$ cat config.mk
export PLATFORM = sky130hd
export DESIGN_NAME = cla_seq_addsub
export DESIGN_NICKNAME = d
export VERILOG_FILES = /design/src/rtl/cla_seq_addsub.sv
export SDC_FILE = /design/constraint.sdc
export NUM_CORES = 1
export LEC_CHECK = 0
export CAP_MARGIN = 20
export CORE_UTILIZATION = 52
export CTS_CLUSTER_DIAMETER = 100
export DETAILED_ROUTE_END_ITERATION = 12
export PLACE_DENSITY_LB_ADDON = 0.15
export SLEW_MARGIN = 20
export SYNTH_ARGS = -nofsm -noshare
export SYNTH_HDL_FRONTEND = slang
export SYNTH_SLANG_ARGS = --single-unit
$ cat constraint.sdc
create_clock -name clk -period 2.45 [get_ports clk]
set_input_delay 0.735 -clock clk [delete_from_list [all_inputs] [get_ports clk]]
set_output_delay 0.735 -clock clk [all_outputs]
set_load 0.005 [all_outputs]
$ cat src/rtl/cla_seq_addsub.sv
// Multi-cycle add/subtract unit: one 4-bit carry-lookahead slice per cycle,
// carry chained through a register, registered result with {z,n,v,c} flags.
module cla_seq_addsub #(
   parameter int WIDTH = 16
) (
   input  logic             clk,
   input  logic             rst_n,
   input  logic             in_valid,
   output logic             in_ready,
   input  logic [WIDTH-1:0] a,
   input  logic [WIDTH-1:0] b,
   input  logic             sub,
   output logic             out_valid,
   input  logic             out_ready,
   output logic [WIDTH-1:0] sum,
   output logic [3:0]       cc,
   output logic             busy
);

   localparam int NSLICE = WIDTH / 4;
   localparam int IW     = $clog2(NSLICE);
   localparam logic [IW-1:0] LAST = IW'(NSLICE - 1);

   typedef enum logic [1:0] {IDLE, CALC, DONE} state_t;

   state_t           state;
   logic [WIDTH-1:0] a_sh, b_sh, work;
   logic             sub_r, carry, c_msb;
   logic [IW-1:0]    idx;
   logic [5:0]       slice;   // {c4, c3, s[3:0]}

   // 4-bit lookahead: every carry is a flat sum-of-products of g/p and cin.
   function automatic logic [5:0] cla4(input logic [3:0] x, input logic [3:0] y,
                                       input logic cin);
      logic [3:0] g, p;
      logic [4:0] c;
      g    = x & y;
      p    = x ^ y;
      c[0] = cin;
      c[1] = g[0] | (p[0] & cin);
      c[2] = g[1] | (p[1] & g[0]) | (p[1] & p[0] & cin);
      c[3] = g[2] | (p[2] & g[1]) | (p[2] & p[1] & g[0]) | (p[2] & p[1] & p[0] & cin);
      c[4] = g[3] | (p[3] & g[2]) | (p[3] & p[2] & g[1]) | (p[3] & p[2] & p[1] & g[0])
           | (p[3] & p[2] & p[1] & p[0] & cin);
      return {c[4], c[3], p ^ c[3:0]};
   endfunction

   always_comb slice = cla4(a_sh[3:0], b_sh[3:0] ^ {4{sub_r}}, carry);

   assign in_ready = (state == IDLE);
   assign busy     = (state != IDLE);

   // NOTE: all state here is sequential, so every assignment is non-blocking;
   // blocking assignments would let later statements see same-edge updates.
   always_ff @(posedge clk or negedge rst_n) begin
      if (!rst_n) begin
         state     <= IDLE;
         a_sh      <= '0;
         b_sh      <= '0;
         work      <= '0;
         sub_r     <= 1'b0;
         carry     <= 1'b0;
         c_msb     <= 1'b0;
         idx       <= '0;
         sum       <= '0;
         cc        <= '0;
         out_valid <= 1'b0;
      end else begin
         case (state)
            IDLE: begin
               if (in_valid) begin
                  a_sh  <= a;
                  b_sh  <= b;
                  sub_r <= sub;
                  carry <= sub;
                  idx   <= '0;
                  state <= CALC;
               end
            end
            CALC: begin
               // Operands shift down so the active slice is always bits [3:0];
               // result nibbles enter at the top and land in place after NSLICE steps.
               a_sh  <= a_sh >> 4;
               b_sh  <= b_sh >> 4;
               work  <= {slice[3:0], work[WIDTH-1:4]};
               carry <= slice[5];
               idx   <= idx + 1'b1;
               if (idx == LAST) begin
                  c_msb <= slice[4];
                  state <= DONE;
               end
            end
            DONE: begin
               if (!out_valid) begin
                  sum       <= work;
                  cc        <= {(work == '0), work[WIDTH-1], c_msb ^ carry, carry};
                  out_valid <= 1'b1;
               end else if (out_ready) begin
                  out_valid <= 1'b0;
                  state     <= IDLE;
               end
            end
            default: state <= IDLE;
         endcase
      end
   end

endmodule

==> results.md, run 1 <==
- Antenna fix cells: 0
- Syn Area/Cell: 10.8 um2
- Area post-placement: 4020 um2
- Fmax: 443 MHz
- Post-route DRC: 0
- Initial core utilization: 53.6%
- Clock power share: 19.4%
- M3 GR Usage: 4.62%
- Vias: 2,369
- Tmin final: 2260 ps
- Filler Cells Inserted: 481
- Place WS: 159 ps
- Vias in the first global route: 2,213
- Num rows: 29
- GRT Overall Usage: 20.8%
- Yosys top cell area share: 55.5%
- ANT nets after route: 0
- Drt first pass iters: 5
- Final setup viols: 0
- Post-CTS setup buffer count: 0
- GRT Residual Overflow: 0
- Initial antenna violation count: 0
- Startpoint Class: flip-flop
- Combinational cell fraction of total power: 41.0%
- CTS clock-pin slew for the worst setup and hold paths: 90 ps
- Crit path max-delay cell type: clkdlybuf4s50_1
- Largest fanout on the critical path: 11
- Routed Wire Length: 6360 um
- Synth warnings: 0
- Placed Cells: 437
- CP arrival: 1520 ps
- Pins Over Slew Limit: 0
- Skew-Pair Late Insertion Delay: 350 ps
- Outcome: complete, no violations
- Area grow syn2layout: 25.4%
- Sequential share of power: 39.6%
- Max Buffers Root-to-Sink: 2
- Synth Cell Area: 3380 um2
- Top Usage Layer GRT: met2
- Post-DR vias/cell: 5.23
- Post-Route Skew: 12.3 ps
- Leak: 1.90 nW
- Data required, critical path: 1710 ps
- Sw frac: 36.5%
- Synth area leader: dfrtp_1
- Syn nets: 356
- GPL Wtd Cong: 0.766
- Critical Path Sink Type: primary output
- Util after Layout: 67.2%
- Maxcap violations: 0
- First-pass GRT wire length: 10,300 um
- Cell area power density: 1280 nW/um2
- Post-synth EDFFs: 0
- Unrepaired setup endpoints after global routing: false
- Share of synthesized registers carrying an async set or reset: 100%
- Top cells by area, synth: dfrtp_1, nand2_1, mux2i_1
- Dominant delay contributor by cell family on the critical path: buffers and inverters
- CTS Hold Bufs: 0
- VDD IR max: 736 uV
- Sw Pwr: 1.98 mW
- Min-delay worst type: input pin to async pin
- Area of the core: 6310 um2
- Layout net count: 414
- Post-synthesis cell count: 313
- #FFs+latches synth: 75
- Library cells used by synthesis: 33
- Layout cells sized above 1: 13.3%
- Met2 Track Usage GR: 33.4%
- Cell internal pwr: 3.44 mW
- Register Area: 1880 um2
- Relative slew slack: 67.3%
- M1 GR Usage: 26.4%
- Die area: 6840 um2
- Multi-input logic area: 1350 um2
- Worst Path Buf+Inv: 1
- Horiz. Die Dim: 82.7 um
- IO buf count: 59
- CTS tree: done
- DPL Wire Length: 4450 um
- Delay of the slowest cell on the worst path: 520 ps
- Finished Layout Cells: 453
- Crit Path Class: flip-flop to primary output
- Post-route cell area: 4240 um2
- Final TNS setup: 0 ps
- Final worst setup slack: 191 ps
- Final Cycle Share: 92.2%
- Largest net degree at the start of global routing: 39
- Initial DRC Count: 109
- Clock root buffer: clkbuf_8
- Crit path cell chain: nor2_1 > clkdlybuf4s50_1
- Worst Tran Pin Value: 491 ps
- WHS: 349 ps
- Count of final hold-check violations: 0
- Most common cell after layout, fill and taps aside: nand2_1
- Clock net sink count: 75
- Post-synthesis sequential area ratio: 55.5%
- Wire per inst: 14.0 um
- Top-level I/O count: 60
- Tot Pwr: 5.43 mW
- Commonest non-fill, non-tap cells in the layout: nand2_1, dfrtp_1, clkdlybuf4s50_1
- Die Ht: 82.7 um
- CTS Buf Count: 9
- H-tree depth: 3
- Most used flip-flop cell after synthesis: dfrtp_1
[power by group through the flow]
stage                     Sequential (mW)  Combinational, mW  Clock [mW]
after floorplan                      2.04               1.63           0
after global placement               2.15               2.17           0
after detailed placement             2.17               2.25           0
after CTS                            2.15               2.26        1.07
after global routing                 2.22               2.51        1.13
final                                2.15               2.22        1.05
[layer usage]
layer | wire length, um | part of all wire (%) | vias up
met2 | 3160 | 50 | 51
met5 | 0 | 0 | -
met4 | 141 | 2.2 | 0
li1 | - | - | 1170
met1 | 2850 | 45 | 1136
met3 | 203 | 3.2 | 12
[kinds of logic (layout without fill, tap and decap cells)]
logic type	after synthesis	in the layout	share of synthesized area (%)
simple gates	106	106	13.5
mux	45	45	14.0
compound gates	49	49	7.87
flops	75	75	55.5
buf+inv	26	89	5.14
fa+ha+maj	6	6	2.44
xor+xnor	6	6	1.55
[registers in the layout, indices dropped and copies added (netlist names)]
signal and flops:
a_sh 16, b_sh 16, work 16, sum 15, cc 4, idx 2, state 2, c_msb 1
carry 1, out_valid 1, sub_r 1
[cell usage after synthesis, drive strengths merged, types with 3 or more instances]
cell,count
nor3b,3
nor2,3
mux2i,26
ha,5
inv,5
mux2,19
nor4,4
o21ai,40
clkbuf,3
nand2,88
xor2,4
a21oi,4
dfrtp,75
buf,18
[layout make-up]
class / count / area share, %
sequential: 75 / 44.3
multi-input combinational: 212 / 31.7
timing repair buffer: 68 / 16.0
clock buffer: 9 / 2.92
clock inverter: 7 / 2.36
tap: 77 / 2.27
inverter: 5 / 0.442
[worst paths after layout]
kind / cells past startpoint / start / slack, ps / endpoint
max reg2reg: 5 / sub_r / 450 / carry
max: 2 / state[0] / 190 / in_ready
min reg2reg: 2 / b_sh[5] / 480 / b_sh[1]
max in group asynchronous: 2 / rst_n / 1530 / state[0]
min: 1 / rst_n / 350 / cc[3]
min in group clk: 2 / b_sh[5] / 480 / b_sh[1]
[worst reg2reg max path: cells and delay by family (launching register included)]
family                   cells  cell delay (ps)
adder cells (fa/ha/maj)      1              300
XOR/XNOR                     1              280
AO/OA/AOI/OAI                3              840
flip-flops                   1              460
[repair_timing]
| action | 4_1_cts | 5_1_grt |
|---|---|---|
| resized for setup | 0 | 1 |
| endpoints found under the hold margin | 0 | 0 |
| setup endpoints to repair | 0 | 1 |
(Power assumes the default switching activity.)
==> run 2: changes to the inputs <==
Settings changed: CORE_ASPECT_RATIO from default to 0.8, CORE_MARGIN from default to 10.
==> run 2 against run 1 <==
First-iteration DRC count rose by 0.92%. Setup slack gained 150 ps. Critical path depth is the same. Clock skew fell by 7.5 ps. Sequential cell count is the same. Largest power group unchanged.
==> results.md, run 2 (synthesis gave the netlist of run 1 again) <==
- Outcome: complete, no violations
- Most common cell after layout, fill and taps aside: nand2_1
- Finished Layout Cells: 459 (+1.3%)
- Max Buffers Root-to-Sink: 2 (unchanged)
- Post-DR vias/cell: 5.19 (-0.81%)
- Area grow syn2layout: 27.1%
- Maxcap violations: 0 (unchanged)
- Placed Cells: 443 (+1.4%)
- Clock net sink count: 75 (unchanged)
- Top-level I/O count: 60 (unchanged)
- Final Cycle Share: 85.9% (-6.3 points)
- Clock root buffer: clkbuf_8
- Leak: 1.92 nW (+0.89%)
- Antenna fix cells: 0 (unchanged)
- Wire per inst: 15.4 um (+10%)
- WHS: 256 ps (-93.8 ps)
- Routed Wire Length: 7090 um (+11%)
- Filler Cells Inserted: 509 (+5.8%)
- Post-route DRC: 0 (unchanged)
- Biggest regs: a_sh x16, b_sh x16, work x16
- Initial DRC Count: 110 (+0.92%)
- Initial antenna violation count: 0 (unchanged)
- Unrepaired setup endpoints after global routing: false
- Post-Route Skew: 4.82 ps (-7.46 ps)
- Startpoint Class: flip-flop
- Horiz. Die Dim: 110 um (+33%)
- Die Ht: 92.2 um (+11%)
- CTS tree: done
- VDD IR max: 727 uV (-1.2%)
- Vias in the first global route: 2,441 (+10%)
- Min-delay worst type: input pin to async pin
- Crit Path Class: flip-flop to primary output
- Largest net degree at the start of global routing: 58 (+49%)
- CTS clock-pin slew for the worst setup and hold paths: 70 ps (-20 ps)
- Initial core utilization: 53.4% (-0.25 points)
- Cell area power density: 1320 nW/um2 (+3.4%)
- Reg2reg end: carry
- Fmax: 475 MHz (+7.3%)
- GRT Overall Usage: 15.0% (-5.7 points)
- Cells on worst reg2reg path: 5 (unchanged)
- Worst r2r src: sub_r
- GRT Residual Overflow: 0 (unchanged)
- Tmin final: 2110 ps (-154 ps)
- CTS Hold Bufs: 0 (unchanged)
- Largest fanout on the critical path: 2 (-9)
- Final TNS setup: 0 ps (unchanged)
- DPL Wire Length: 4910 um (+10%)
- Commonest non-fill, non-tap cells in the layout: nand2_1, dfrtp_1, clkdlybuf4s50_1
- IO buf count: 59 (unchanged)
- Reg2reg setup slack: 370 ps (-80 ps)
- Vias: 2,381 (+0.51%)
- ANT nets after route: 0 (unchanged)
- Post-CTS setup buffer count: 0 (unchanged)
- Pins Over Slew Limit: 0 (unchanged)
- GPL Wtd Cong: 0.785 (+2.4%)
- Num rows: 26 (-10%)
- CTS Buf Count: 9 (unchanged)
- CTS resizes: 0 (unchanged)
- Worst Tran Pin Value: 489 ps (-2.17 ps)
- Util after Layout: 67.8% (+0.59 points)
- H-tree depth: 3 (unchanged)
- Relative slew slack: 67.3% (+0.076 points)
- Skew-Pair Late Insertion Delay: 340 ps (about the same)
- Final setup viols: 0 (unchanged)
- Layout net count: 413 (-0.24%)
- Layout cells sized above 1: 12.3% (-1.0 points)
- Critical Path Sink Type: primary output
- Data required, critical path: 1710 ps (about the same)
- Count of final hold-check violations: 0 (unchanged)
- First-pass GRT wire length: 12,200 um (+18%)
- Drt first pass iters: 5 (unchanged)
- Die area: 10,200 um2 (+49%)
- CP arrival: 1370 ps (-150 ps)
- Area of the core: 6340 um2 (+0.48%)
[run 2: cell count changes in the layout (fill, tap and decap cells not counted), sizes merged]
cell    before  now
inv          7    5
bufinv       2    4
clkinv       3    1
clkbuf       9   11
buf         10    9
[run 2: per-stage QoR]
stage | instance area [um2] | setup WS [ps] | total power, mW
2_1_floorplan | 3380 | 583 | 3.67
3_3_place_gp | 4040 | 195 | 4.41
3_5_place_dp | 4040 | 175 | 4.50
4_1_cts | 4300 | 321 | 5.74
5_1_grt | 4300 | 226 | 6.15
6_report | 4300 | 345 | 5.69
[run 2: worst max path at each step]
stage                   from        to  slack, ps  cells past startpoint
floorplan              sub_r     carry        580                      6
global placement    in_valid     carry        190                      5
detailed placement  in_valid     carry        170                      5
CTS                 state[1]  in_ready        320                      2
global route           sub_r     carry        230                      5
finish              state[1]  in_ready        340                      2
[run 2: metal layers]
layer	part of all wire, %	global-route usage [%]	vias up
met5	0	0	-
met4	1.0	4.06	0
met3	8.5	6.29	8
met2	43	20.9	72
met1	47	21.0	1132
li1	-	-	1169
[run 2: area by class of cell]
class | count | area [um2] | area share (%)
Clock buffer | 11 | 131 | 3.05
Timing Repair Buffer | 67 | 698 | 16.2
Sequential cell | 75 | 1880 | 43.6
Inverter | 5 | 18.8 | 0.436
Clock inverter | 5 | 125 | 2.91
Multi-Input combinational cell | 212 | 1350 | 31.3
Tap cell | 84 | 105 | 2.44
[run 2: critical path, stage by stage (launching register included)]
cell and delay (ps):
dfrtp_1 380, nor2_1 130, clkdlybuf4s50_1 520
[run 2: where the power goes]
group	internal, mW	leakage [nW]	switching (mW)
combinational	1.15	0.818	1.20
sequential	1.75	0.971	0.377
clock	0.779	0.128	0.428
total	3.68	1.92	2.00
